==> src/rtl/lsu_pkg.sv <==
// Shared definitions for the data-side load/store unit: funct3 encodings,
// FSM state type and the request legality checks.
package lsu_pkg;

    localparam logic [2:0] LSU_B  = 3'b000;
    localparam logic [2:0] LSU_H  = 3'b001;
    localparam logic [2:0] LSU_W  = 3'b010;
    localparam logic [2:0] LSU_BU = 3'b100;
    localparam logic [2:0] LSU_HU = 3'b101;

    typedef enum logic [1:0] {
        IDLE = 2'd0,
        REQ  = 2'd1,
        WAIT = 2'd2
    } lsu_state_t;

    // Loads allow B/H/W/BU/HU; stores allow only B/H/W.
    function automatic logic f3_illegal(input logic we, input logic [2:0] f3);
        if (we) begin
            return f3 > 3'b010;
        end
        return (f3 == 3'b011) || (f3 == 3'b110) || (f3 == 3'b111);
    endfunction

    // Size lives in funct3[1:0]; unsigned variants share the signed size.
    function automatic logic misaligned(input logic [2:0] f3, input logic [1:0] lo);
        case (f3[1:0])
            2'b01:   return lo[0];
            2'b10:   return lo != 2'b00;
            default: return 1'b0;
        endcase
    endfunction

endpackage

==> src/rtl/lsu_load_align.sv <==
// Combinational load formatter: picks the byte/halfword lane addressed by
// addr[1:0] and applies sign or zero extension according to funct3.
module lsu_load_align
    import lsu_pkg::*;
(
    input  logic [31:0] rdata,
    input  logic [1:0]  addr_lo,
    input  logic [2:0]  funct3,
    output logic [31:0] data
);

    logic [7:0]  byte_sel;
    logic [15:0] half_sel;

    // Lane selection followed by extension.
    always_comb begin
        byte_sel = rdata[7:0];
        case (addr_lo)
            2'd0: byte_sel = rdata[7:0];
            2'd1: byte_sel = rdata[15:8];
            2'd2: byte_sel = rdata[23:16];
            2'd3: byte_sel = rdata[31:24];
            default: byte_sel = rdata[7:0];
        endcase
        half_sel = addr_lo[1] ? rdata[31:16] : rdata[15:0];
        case (funct3)
            LSU_B:   data = {{24{byte_sel[7]}}, byte_sel};
            LSU_H:   data = {{16{half_sel[15]}}, half_sel};
            LSU_BU:  data = {24'd0, byte_sel};
            LSU_HU:  data = {16'd0, half_sel};
            default: data = rdata;
        endcase
    end

endmodule

==> src/rtl/load_store_unit.sv <==
// Load/store unit spanning MEMPREP/MEMEX. One operation at a time:
// accept -> check -> DTCM request/grant -> (load) wait for rvalid -> respond.
// Handshake: a request transfers on a rising edge where req_valid and
// req_ready are both high; mem_req is held with stable fields until the
// edge where mem_gnt is high; rsp_valid is a single-cycle pulse with no
// backpressure.
module load_store_unit
    import lsu_pkg::*;
#(
    parameter int ADDR_W = 12
) (
    input  logic              clk,
    input  logic              rst,
    input  logic              req_valid,
    input  logic              req_we,
    input  logic [2:0]        req_funct3,
    input  logic [31:0]       req_addr,
    input  logic [31:0]       req_wdata,
    input  logic [3:0]        req_rd,
    output logic              req_ready,
    output logic              mem_req,
    output logic              mem_we,
    output logic [ADDR_W-3:0] mem_addr,
    output logic [3:0]        mem_be,
    output logic [31:0]       mem_wdata,
    input  logic              mem_gnt,
    input  logic              mem_rvalid,
    input  logic [31:0]       mem_rdata,
    output logic              rsp_valid,
    output logic              rsp_we_rd,
    output logic [3:0]        rsp_rd,
    output logic [31:0]       rsp_rdata,
    output logic              fault,
    output logic [1:0]        dbg_state
);

    lsu_state_t  state;
    logic [2:0]  op_f3;
    logic [1:0]  op_lo;
    logic        accept;
    logic        req_fault;
    logic [3:0]  be_next;
    logic [31:0] wdata_next;
    logic [31:0] load_data;

    assign req_ready = (state == IDLE) && rst;
    assign accept    = req_valid && req_ready;
    assign dbg_state = state;

    // Legality check and store lane preparation for the incoming request.
    always_comb begin
        req_fault = f3_illegal(req_we, req_funct3)
                  | misaligned(req_funct3, req_addr[1:0])
                  | (|req_addr[31:ADDR_W]);
        case (req_funct3[1:0])
            2'b00: begin
                be_next    = 4'b0001 << req_addr[1:0];
                wdata_next = {4{req_wdata[7:0]}};
            end
            2'b01: begin
                be_next    = 4'b0011 << req_addr[1:0];
                wdata_next = {2{req_wdata[15:0]}};
            end
            default: begin
                be_next    = 4'b1111;
                wdata_next = req_wdata;
            end
        endcase
    end

    lsu_load_align u_align (
        .rdata   (mem_rdata),
        .addr_lo (op_lo),
        .funct3  (op_f3),
        .data    (load_data)
    );

    // Control FSM with registered DTCM request and response outputs.
    always_ff @(posedge clk) begin
        if (!rst) begin
            state     <= IDLE;
            op_f3     <= '0;
            op_lo     <= '0;
            mem_req   <= 1'b0;
            mem_we    <= 1'b0;
            mem_addr  <= '0;
            mem_be    <= '0;
            mem_wdata <= '0;
            rsp_valid <= 1'b0;
            rsp_we_rd <= 1'b0;
            rsp_rd    <= '0;
            rsp_rdata <= '0;
            fault     <= 1'b0;
        end else begin
            rsp_valid <= 1'b0;
            rsp_we_rd <= 1'b0;
            rsp_rdata <= '0;
            fault     <= 1'b0;
            case (state)
                IDLE: begin
                    if (accept) begin
                        rsp_rd <= req_rd;
                        if (req_fault) begin
                            rsp_valid <= 1'b1;
                            fault     <= 1'b1;
                        end else begin
                            mem_req   <= 1'b1;
                            mem_we    <= req_we;
                            mem_addr  <= req_addr[ADDR_W-1:2];
                            mem_be    <= be_next;
                            mem_wdata <= wdata_next;
                            op_f3     <= req_funct3;
                            op_lo     <= req_addr[1:0];
                            state     <= REQ;
                        end
                    end
                end
                REQ: begin
                    if (mem_gnt) begin
                        mem_req <= 1'b0;
                        if (mem_we) begin
                            rsp_valid <= 1'b1;
                            state     <= IDLE;
                        end else begin
                            state <= WAIT;
                        end
                    end
                end
                WAIT: begin
                    if (mem_rvalid) begin
                        rsp_valid <= 1'b1;
                        rsp_we_rd <= 1'b1;
                        rsp_rdata <= load_data;
                        state     <= IDLE;
                    end
                end
                default: state <= IDLE;
            endcase
        end
    end

endmodule

==> config.mk <==
export PLATFORM = sky130hd
export DESIGN_NAME = load_store_unit
export DESIGN_NICKNAME = d
export VERILOG_FILES = /design/src/rtl/lsu_pkg.sv /design/src/rtl/lsu_load_align.sv /design/src/rtl/load_store_unit.sv
export SDC_FILE = /design/constraint.sdc
export NUM_CORES = 1
export LEC_CHECK = 0
export BUFFER_PORTS_ARGS = -buffer_cell sky130_fd_sc_hd__buf_4
export CAP_MARGIN = 20
export CORE_MARGIN = 10
export CORE_UTILIZATION = 51
export CTS_CLUSTER_SIZE = 25
export DETAILED_ROUTE_END_ITERATION = 10
export PLACE_DENSITY_LB_ADDON = 0.1
export SETUP_SLACK_MARGIN = 0.15
export SLEW_MARGIN = 20
export SYNTH_ARGS = -nofsm -noshare
export SYNTH_HDL_FRONTEND = slang
export SYNTH_HIERARCHICAL = 1
export SYNTH_SLANG_ARGS = --single-unit
==> constraint.sdc <==
create_clock -name clk -period 3.5 [get_ports clk]
set_input_delay 0.525 -clock clk [delete_from_list [all_inputs] [get_ports clk]]
set_output_delay 0.525 -clock clk [all_outputs]
set_load 0.05 [all_outputs]
==> results.json, run 1 <==
{
  "dieArea_um2": 13100,
  "place_area_um2": 5930,
  "syn-num-nets": 635,
  "viasPerCell": 5.21,
  "cts_buffers": 9,
  "yosys-top-cells-area": "dfxtp_1 42%, nand2_1 15%, mux2i_1 12%, and2_1 4.6%, mux2_2 3.7%",
  "finalSetupViolCount": 0,
  "drive_above_1_share": 0.346,
  "worstSkewPairLatency_ns": 0.37,
  "drt_first_pass_iters": 4,
  "fin_area_um2": 6150,
  "cts.path.max_buffers": 2,
  "syn_area_um2": 4530,
  "synth_top_area_frac": 0.415,
  "ys_async_sr_fraction": 0,
  "fin_crit_sh": 0.657,
  "cap_violations": 0,
  "die_width_um": 114,
  "hold_viol_final": 0,
  "port_buffers": 198,
  "overflow": 0,
  "row_count": 34,
  "cts_root_buf": "clkbuf_8",
  "p_sw_frac": 0.257,
  "yosysWarningCount": 6,
  "cts_resized": 0,
  "initial_core_util": 0.522,
  "grt_pass1_vias": 4208,
  "hpwl_mm": 10.4,
  "antenna_found_initial": 0,
  "yosysMostFrequentCell": "nand2_1",
  "p_leak_nw": 2.79,
  "cts_tree": "built",
  "slew_headroom": 0.318,
  "antenna_cells": 0,
  "fin_tns_setup_ns": 0,
  "vias": 4235,
  "synth_common_cells": "176 x nand2_1, 94 x dfxtp_1, 53 x mux2i_1, 33 x and2_1, 26 x clkbuf_1",
  "die_h_um": 114,
  "drv_slew": 0,
  "p_switching_mw": 0.544,
  "ys.flop_type": "dfxtp_1",
  "yosysTopAreaCell": "dfxtp_1",
  "cts-htree-levels": 3,
  "rsz0062_at_grt": "no",
  "status": "completed",
  "area_growth_pct": 35.7,
  "drtAntennaViolNets": 0,
  "yosys_register_bits": 94,
  "p_clk_frac": 0.366,
  "cp.arrival_ns": 2.59,
  "power.total_mw": 2.12,
  "grt_pass1_wl_mm": 21.1,
  "seq_power_share": 0.508,
  "synth_edf_count": 0,
  "wl_per_cell_um": 16.7,
  "grt_max_degree": 113,
  "fin_crit_ns": 2.30,
  "combPwrFrac": 0.126,
  "initialDrtViolationCount": 228,
  "peakVddDrop_uv": 202,
  "hold_buffers": 0,
  "cts_setup_buffers": 0,
  "crit_required_ns": 3.79,
  "gp_congestion": 0.823,
  "fin_nets": 813,
  "gr-usage-all-layers": 0.197,
  "tightest_slew_ns": 1.02,
  "ios": 199,
  "path_max_fanout": 30,
  "power_density_nw_per_um2": 344,
  "startpoint_type": "register",
  "multiInputGateArea_um2": 2350,
  "wl_mm": 13.5,
  "yosysSeqAreaShare": 0.415,
  "avgSynthCellArea_um2": 8.68,
  "worstSetupPathType": "register to register",
  "clock_sinks": 94,
  "core_area_um2": 8680,
  "nFillCells": 719,
  "clk_pin_slew_ns": 0.11,
  "synth_cells": 522,
  "clock.fmax_mhz": 435,
  "internal_power_mw": 1.57,
  "endpoint_kind": "register",
  "hold_path.class": "primary input to register",
  "yosys.cell_types.count": 41,
  "route.detailed.drc": 0,
  "finClkSkew_ns": 0.0163,
  "area.sequential_um2": 1880
}
-- layout make-up --
cell class	count	share of cell area
multi-input combinational	384	0.383
tap	108	0.0220
clock buffer	10	0.0224
inverter	5	0.00305
timing repair buffer	206	0.252
clock inverter	6	0.0122
sequential	94	0.306
-- layer usage --
layer	wire, um	vias up	GRT usage	part of all wire
met5	0	-	0	0
met1	5530	1958	0.219	0.41
met2	6840	156	0.349	0.51
met3	1010	12	0.0613	0.075
met4	153	0	0.0627	0.011
li1	-	2109	-	-
-- worst max-delay path: stages (launching register included) --
cell      delay (ns)
dfxtp_1         0.42
nor3b_2         0.23
and2_1          0.32
o2111a_1        0.26
and2_4          0.47
buf_4           0.30
mux2i_1         0.21
-- worst paths after layout --
kind	end	cells past startpoint	startpoint	slack (ns)
max reg2reg	mem_wdata[20]	6	dbg_state[1]	1.20
min	rsp_rd[2]	3	req_rd[2]	0.36
min reg2reg	mem_wdata[11]	2	mem_wdata[11]	0.46
max	mem_wdata[20]	6	dbg_state[1]	1.20
-- metrics by stage --
stage                     hold WS [ns]   util  std cells  setup WS (ns)
after floorplan                  0.434      -        522          0.945
after global placement           0.443  0.684        797           1.00
after detailed placement         0.448  0.684        797          0.932
after CTS                        0.345  0.708        813           1.20
after global routing             0.380  0.708        813           1.03
final                            0.361  0.708        813           1.20
-- cells in the final DEF, fill, tap and decap left out, types with 2 or more instances in the layout --
master / Yosys / routed
inv_6: 0 / 3
clkbuf_8: 0 / 10
a22oi_1: 21 / 21
mux2_2: 15 / 15
nor2b_1: 4 / 4
o21ai_0: 19 / 19
nand3_1: 4 / 4
nand2_1: 176 / 176
a21oi_1: 2 / 2
and2_1: 33 / 33
nor2_1: 9 / 9
o211a_1: 2 / 2
mux2i_1: 53 / 53
dfxtp_1: 94 / 94
ha_1: 4 / 4
inv_1: 5 / 5
a22o_1: 15 / 15
nor4_1: 4 / 4
nand2b_1: 3 / 3
buf_4: 0 / 206
-- flip-flops by register name, summed over array words and instances, names as in the netlist --
| register | cells |
|---|---|
| mem_wdata | 32 |
| rsp_rdata | 32 |
| mem_addr | 10 |
| mem_be | 4 |
| rsp_rd | 4 |
| op_f3 | 3 |
| dbg_state | 2 |
| op_lo | 2 |
| fault | 1 |
| mem_req | 1 |
| mem_we | 1 |
| rsp_valid | 1 |
| rsp_we_rd | 1 |
-- logic make-up (layout without fill, tap and decap cells) --
group	after synthesis	count (layout)	synth area share
AO/OA/AOI/OAI	68	68	0.109
adder cells (fa/ha/maj)	4	4	0.0110
buffers and inverters	44	227	0.0655
flip-flops	94	94	0.415
multiplexers	69	69	0.159
AND/OR/NAND/NOR	243	243	0.240
-- power groups by stage --
stage / registers (mW) / logic [mW] / clock network, mW
after CTS: 1.08 / 0.266 / 0.792
after global routing: 1.08 / 0.291 / 0.829
after global placement: 1.10 / 0.260 / 0
after floorplan: 1.11 / 0.111 / 0
final: 1.08 / 0.267 / 0.773
after detailed placement: 1.10 / 0.265 / 0
Note: power is estimated with default switching activity, not from simulation.
==> inputs of run 2 (changes only) <==
--- a/config.mk
+++ b/config.mk
@@ -8,7 +8,7 @@
 export BUFFER_PORTS_ARGS = -buffer_cell sky130_fd_sc_hd__buf_4
 export CAP_MARGIN = 20
 export CORE_MARGIN = 10
-export CORE_UTILIZATION = 51
+export CORE_UTILIZATION = 43
 export CTS_CLUSTER_SIZE = 25
 export DETAILED_ROUTE_END_ITERATION = 10
 export PLACE_DENSITY_LB_ADDON = 0.1
==> constraint.sdc (replaced) <==
create_clock -name clk -period 1.9 [get_ports clk]
set_input_delay 0.285 -clock clk [delete_from_list [all_inputs] [get_ports clk]]
set_output_delay 0.285 -clock clk [all_outputs]
set_load 0.05 [all_outputs]
==> results.json, run 2 (same netlist as run 1, synthesis figures left out) <==
{
  "dieArea_um2": 15000,
  "initialDrtViolationCount": 271,
  "wl_per_cell_um": 16.5,
  "cts_root_buf": "clkbuf_8",
  "drv_slew": 0,
  "power_density_nw_per_um2": 601,
  "fin_nets": 822,
  "antenna_cells": 0,
  "vias": 4205,
  "clock_sinks": 94,
  "p_switching_mw": 0.942,
  "layout_common_cells": "210 x buf_4, 176 x nand2_1, 92 x dfxtp_1",
  "cts_buffers": 9,
  "seq_power_share": 0.522,
  "cts.path.max_buffers": 2,
  "overflow": 0,
  "hold_viol_final": 0,
  "drtAntennaViolNets": 0,
  "grt_max_degree": 113,
  "top_regs": "mem_wdata x32, rsp_rdata x32, mem_addr x10",
  "grt_pass1_wl_mm": 21.0,
  "row_count": 37,
  "dp.cells": 833,
  "p_leak_nw": 2.84,
  "peakVddDrop_uv": 346,
  "cts-htree-levels": 3,
  "grt_pass1_vias": 4150,
  "endpoint_kind": "register",
  "fin_crit_sh": 0.872,
  "hpwl_mm": 10.9,
  "crit_required_ns": 2.19,
  "initial_core_util": 0.441,
  "combPwrFrac": 0.132,
  "cts_tree": "built",
  "tightest_slew_ns": 0.450,
  "hold_buffers": 0,
  "clock.fmax_mhz": 603,
  "finalSetupViolCount": 0,
  "wl_mm": 14.0,
  "gr-usage-all-layers": 0.175,
  "p_clk_frac": 0.346,
  "slew_headroom": 0.700,
  "path_max_fanout": 19,
  "hold_path.class": "primary input to register",
  "worstSetupPathType": "register to register",
  "p_sw_frac": 0.249,
  "ios": 199,
  "drt_first_pass_iters": 4,
  "clk_pin_slew_ns": 0.09,
  "finClkSkew_ns": 0.00941,
  "drive_above_1_share": 0.356,
  "startpoint_type": "register",
  "cp.arrival_ns": 1.94,
  "worstSkewPairLatency_ns": 0.36,
  "hold_ws_ns": 0.120,
  "internal_power_mw": 2.85,
  "antenna_found_initial": 0,
  "viasPerCell": 4.95,
  "cap_violations": 0,
  "port_buffers": 198,
  "status": "completed",
  "rsz0062_at_grt": "yes",
  "route.detailed.drc": 0,
  "die_h_um": 123,
  "gp_congestion": 0.879,
  "core_area_um2": 10300,
  "final_cells": 850,
  "die_width_um": 123,
  "area_growth_pct": 39.1,
  "fin_crit_ns": 1.66,
  "mostFrequentLayoutCell": "buf_4"
}
[run 2: changes by cell type in the layout (fill, tap and decap cells not counted), moves of 2 or more]
cell / before / now
inv_6: 3 / 1
buf_12: 0 / 4
dfxtp_1: 94 / 92
buf_4: 206 / 210
clkbuf_1: 0 / 2
[run 2: worst max-delay path, cell delays in order, from the launching register on]
cell and delay (ns):
dfxtp_2 0.37, nor3b_4 0.20, and2_1 0.20, o2111a_1 0.20
and2_4 0.21, buf_12 0.19, mux2i_1 0.22
[run 2: worst paths after layout]
check / start / endpoint / slack, ns / cells after the start
hold reg to reg: mem_addr[0] / mem_addr[0] / 0.46 / 2
setup reg to reg: dbg_state[0] / mem_be[2] / 0.24 / 6
hold / removal: req_rd[1] / rsp_rd[1] / 0.12 / 3
setup / recovery: dbg_state[0] / mem_be[2] / 0.24 / 6
[run 2: layer usage]
metal | vias up | GRT usage | part of all wire
li1 | 2122 | - | -
met1 | 1900 | 0.200 | 0.39
met2 | 161 | 0.284 | 0.47
met3 | 22 | 0.0799 | 0.11
met4 | 0 | 0.0633 | 0.022
met5 | - | 0 | 0
[run 2: timing repair]
item                       CTS  global route
resized for setup            1             1
cloned                       0             1
setup buffers                0             0
setup endpoints to repair   12            11
[run 2: area by class of cell]
type,instances,area (um2)
Inverter,5,18.8
Clock buffer,11,131
Timing Repair Buffer,214,1660
Multi-Input combinational cell,385,2380
Tap cell,136,170
Sequential cell,94,1890
Fill cell,950,3970
Clock inverter,5,57.6
[run 2: stage by stage]
step | util | setup slack (ns) | cell area, um2 | TNS, ns | power (mW)
2_1_floorplan | - | -0.293 | 4540 | -15.06 | 2.26
3_3_place_gp | 0.593 | 0.125 | 6090 | 0 | 2.51
3_5_place_dp | 0.593 | 0.0659 | 6090 | 0 | 2.52
4_1_cts | 0.612 | 0.203 | 6290 | 0 | 3.83
5_1_grt | 0.613 | 0.137 | 6300 | 0 | 3.96
6_report | 0.613 | 0.243 | 6300 | 0 | 3.79
[run 2: power groups by stage]
stage               combinational, mW  sequential [mW]  clock (mW)
finish                          0.499             1.98        1.31
global route                    0.548             1.98        1.44
CTS                             0.498             1.98        1.36
detailed placement              0.495             2.02           0
global placement                0.488             2.02           0
floorplan                       0.206             2.05           0
==> inputs of run 3 (changes only) <==
==> constraint.sdc (replaced) <==
create_clock -name clk -period 1.9 [get_ports clk]
set_input_delay 0.38 -clock clk [delete_from_list [all_inputs] [get_ports clk]]
set_output_delay 0.38 -clock clk [all_outputs]
set_load 0.05 [all_outputs]
==> results.json, run 3 (same netlist as run 1, synthesis figures left out) <==
{
  "status": "completed",
  "finalSetupViolCount": 0,
  "top_regs": "mem_wdata x32, rsp_rdata x32, mem_addr x10",
  "antenna_found_initial": 0,
  "peakVddDrop_uv": 296,
  "drive_above_1_share": 0.364,
  "grt_max_degree": 113,
  "finClkSkew_ns": 0.0137,
  "finish.utilization": 0.620,
  "cts_setup_buffers": 0,
  "final_cells": 854,
  "grtUsageMet3": 0.0753,
  "cts.path.max_buffers": 2,
  "worstSetupPathType": "register to register",
  "final.setup.worst_slack_ns": 0.226,
  "dp.cells": 836,
  "initial_core_util": 0.441,
  "endpoint_kind": "register",
  "wl_per_cell_um": 16.2,
  "port_buffers": 198,
  "wl_mm": 13.8,
  "p_leak_nw": 2.89,
  "startpoint_type": "register",
  "hold_ws_ns": 0.227,
  "cp.arrival_ns": 1.96,
  "grt_pass1_wl_mm": 21.7,
  "crit_buf_inv": 1,
  "worstPathCellList": "nor3b_4 > and2_4 > o2111a_1 > and2_4 > buf_12 > mux2i_1",
  "path_delay_family": "simple AND/OR/NAND/NOR gates",
  "ios": 199,
  "overflow": 0,
  "place_area_um2": 6130,
  "drt_first_pass_iters": 4,
  "fin_tns_setup_ns": 0,
  "antenna_cells": 0,
  "core_area_um2": 10300,
  "die_h_um": 123,
  "hold_path.class": "primary input to register",
  "vias": 4188,
  "gr-usage-all-layers": 0.178,
  "power.total_mw": 3.73,
  "gp_congestion": 0.867,
  "cts_root_buf": "clkbuf_8",
  "grt_use_met2": 0.283,
  "layout_common_cells": "212 x buf_4, 176 x nand2_1, 92 x dfxtp_1",
  "grt_util_met1": 0.208,
  "cap_violations": 0,
  "tightest_slew_ns": 0.440,
  "row_count": 37,
  "die_width_um": 123,
  "clock.fmax_mhz": 597,
  "cts-htree-levels": 3,
  "hpwl_mm": 10.7,
  "mostFrequentLayoutCell": "buf_4",
  "area_growth_pct": 40.7,
  "power_density_nw_per_um2": 586,
  "slew_headroom": 0.707,
  "clk_pin_slew_ns": 0.09,
  "fin_area_um2": 6370,
  "cp_common_cell": "and2_4",
  "fin_crit_ns": 1.67,
  "drtAntennaViolNets": 0,
  "initialDrtViolationCount": 223,
  "viasPerCell": 4.90,
  "fin_crit_sh": 0.881,
  "cts_tree": "built",
  "cts_buffers": 9,
  "hold_viol_final": 0,
  "worstSkewPairLatency_ns": 0.36,
  "crit_required_ns": 2.19,
  "grt_pass1_vias": 4302,
  "max_stage_delay_ns": 0.38,
  "route.detailed.drc": 0,
  "dp_slack_ns": -0.0595,
  "fin_nets": 826,
  "path_max_fanout": 16,
  "dieArea_um2": 15000,
  "grt.busiest_layer": "met2",
  "drv_slew": 0,
  "rsz0062_at_grt": "yes",
  "clock_sinks": 94,
  "critPathSlowestCell": "dfxtp_2"
}
run 3: final cells by class:
| cell class | count | area (um2) |
|---|---|---|
| clock buffer | 11 | 151 |
| clock inverter | 5 | 32.5 |
| fill | 933 | 3900 |
| inverter | 5 | 18.8 |
| multi-input combinational | 384 | 2370 |
| sequential | 94 | 1890 |
| tap | 136 | 170 |
| timing repair buffer | 219 | 1740 |
run 3: path summary, 6_finish.rpt:
check | startpoint | to | cells past startpoint | slack, ns
max | dbg_state[0] | mem_wdata[23] | 6 | 0.23
max reg2reg | dbg_state[0] | mem_wdata[23] | 6 | 0.23
min reg2reg | mem_addr[9] | mem_addr[9] | 2 | 0.46
min | req_rd[1] | rsp_rd[1] | 3 | 0.23
run 3: repair_timing:
item / 4_1_cts / 5_1_grt
setup endpoints to repair: 0 / 39
hold endpoints to repair: 0 / 0
hold buffers: 0 / 0
resized for setup: 0 / 3
run 3: worst min-delay path, delay by kind of cell:
kind | cells | cell delay, ns
buffers and inverters | 1 | 0.08
AO/OA/AOI/OAI | 1 | 0.05
AND/OR/NAND/NOR | 1 | 0.03
run 3: power by group:
part / switching (mW) / internal [mW] / total (mW)
combinational: 0.237 / 0.261 / 0.498
sequential: 0.00328 / 1.97 / 1.98
clock: 0.708 / 0.549 / 1.26
total: 0.949 / 2.78 / 3.73
run 3: metal layers:
| metal | routed length (um) | vias to the layer above |
|---|---|---|
| li1 | - | 2131 |
| met1 | 5700 | 1897 |
| met3 | 1400 | 21 |
| met5 | 0 | - |
| met2 | 6420 | 139 |
| met4 | 316 | 0 |
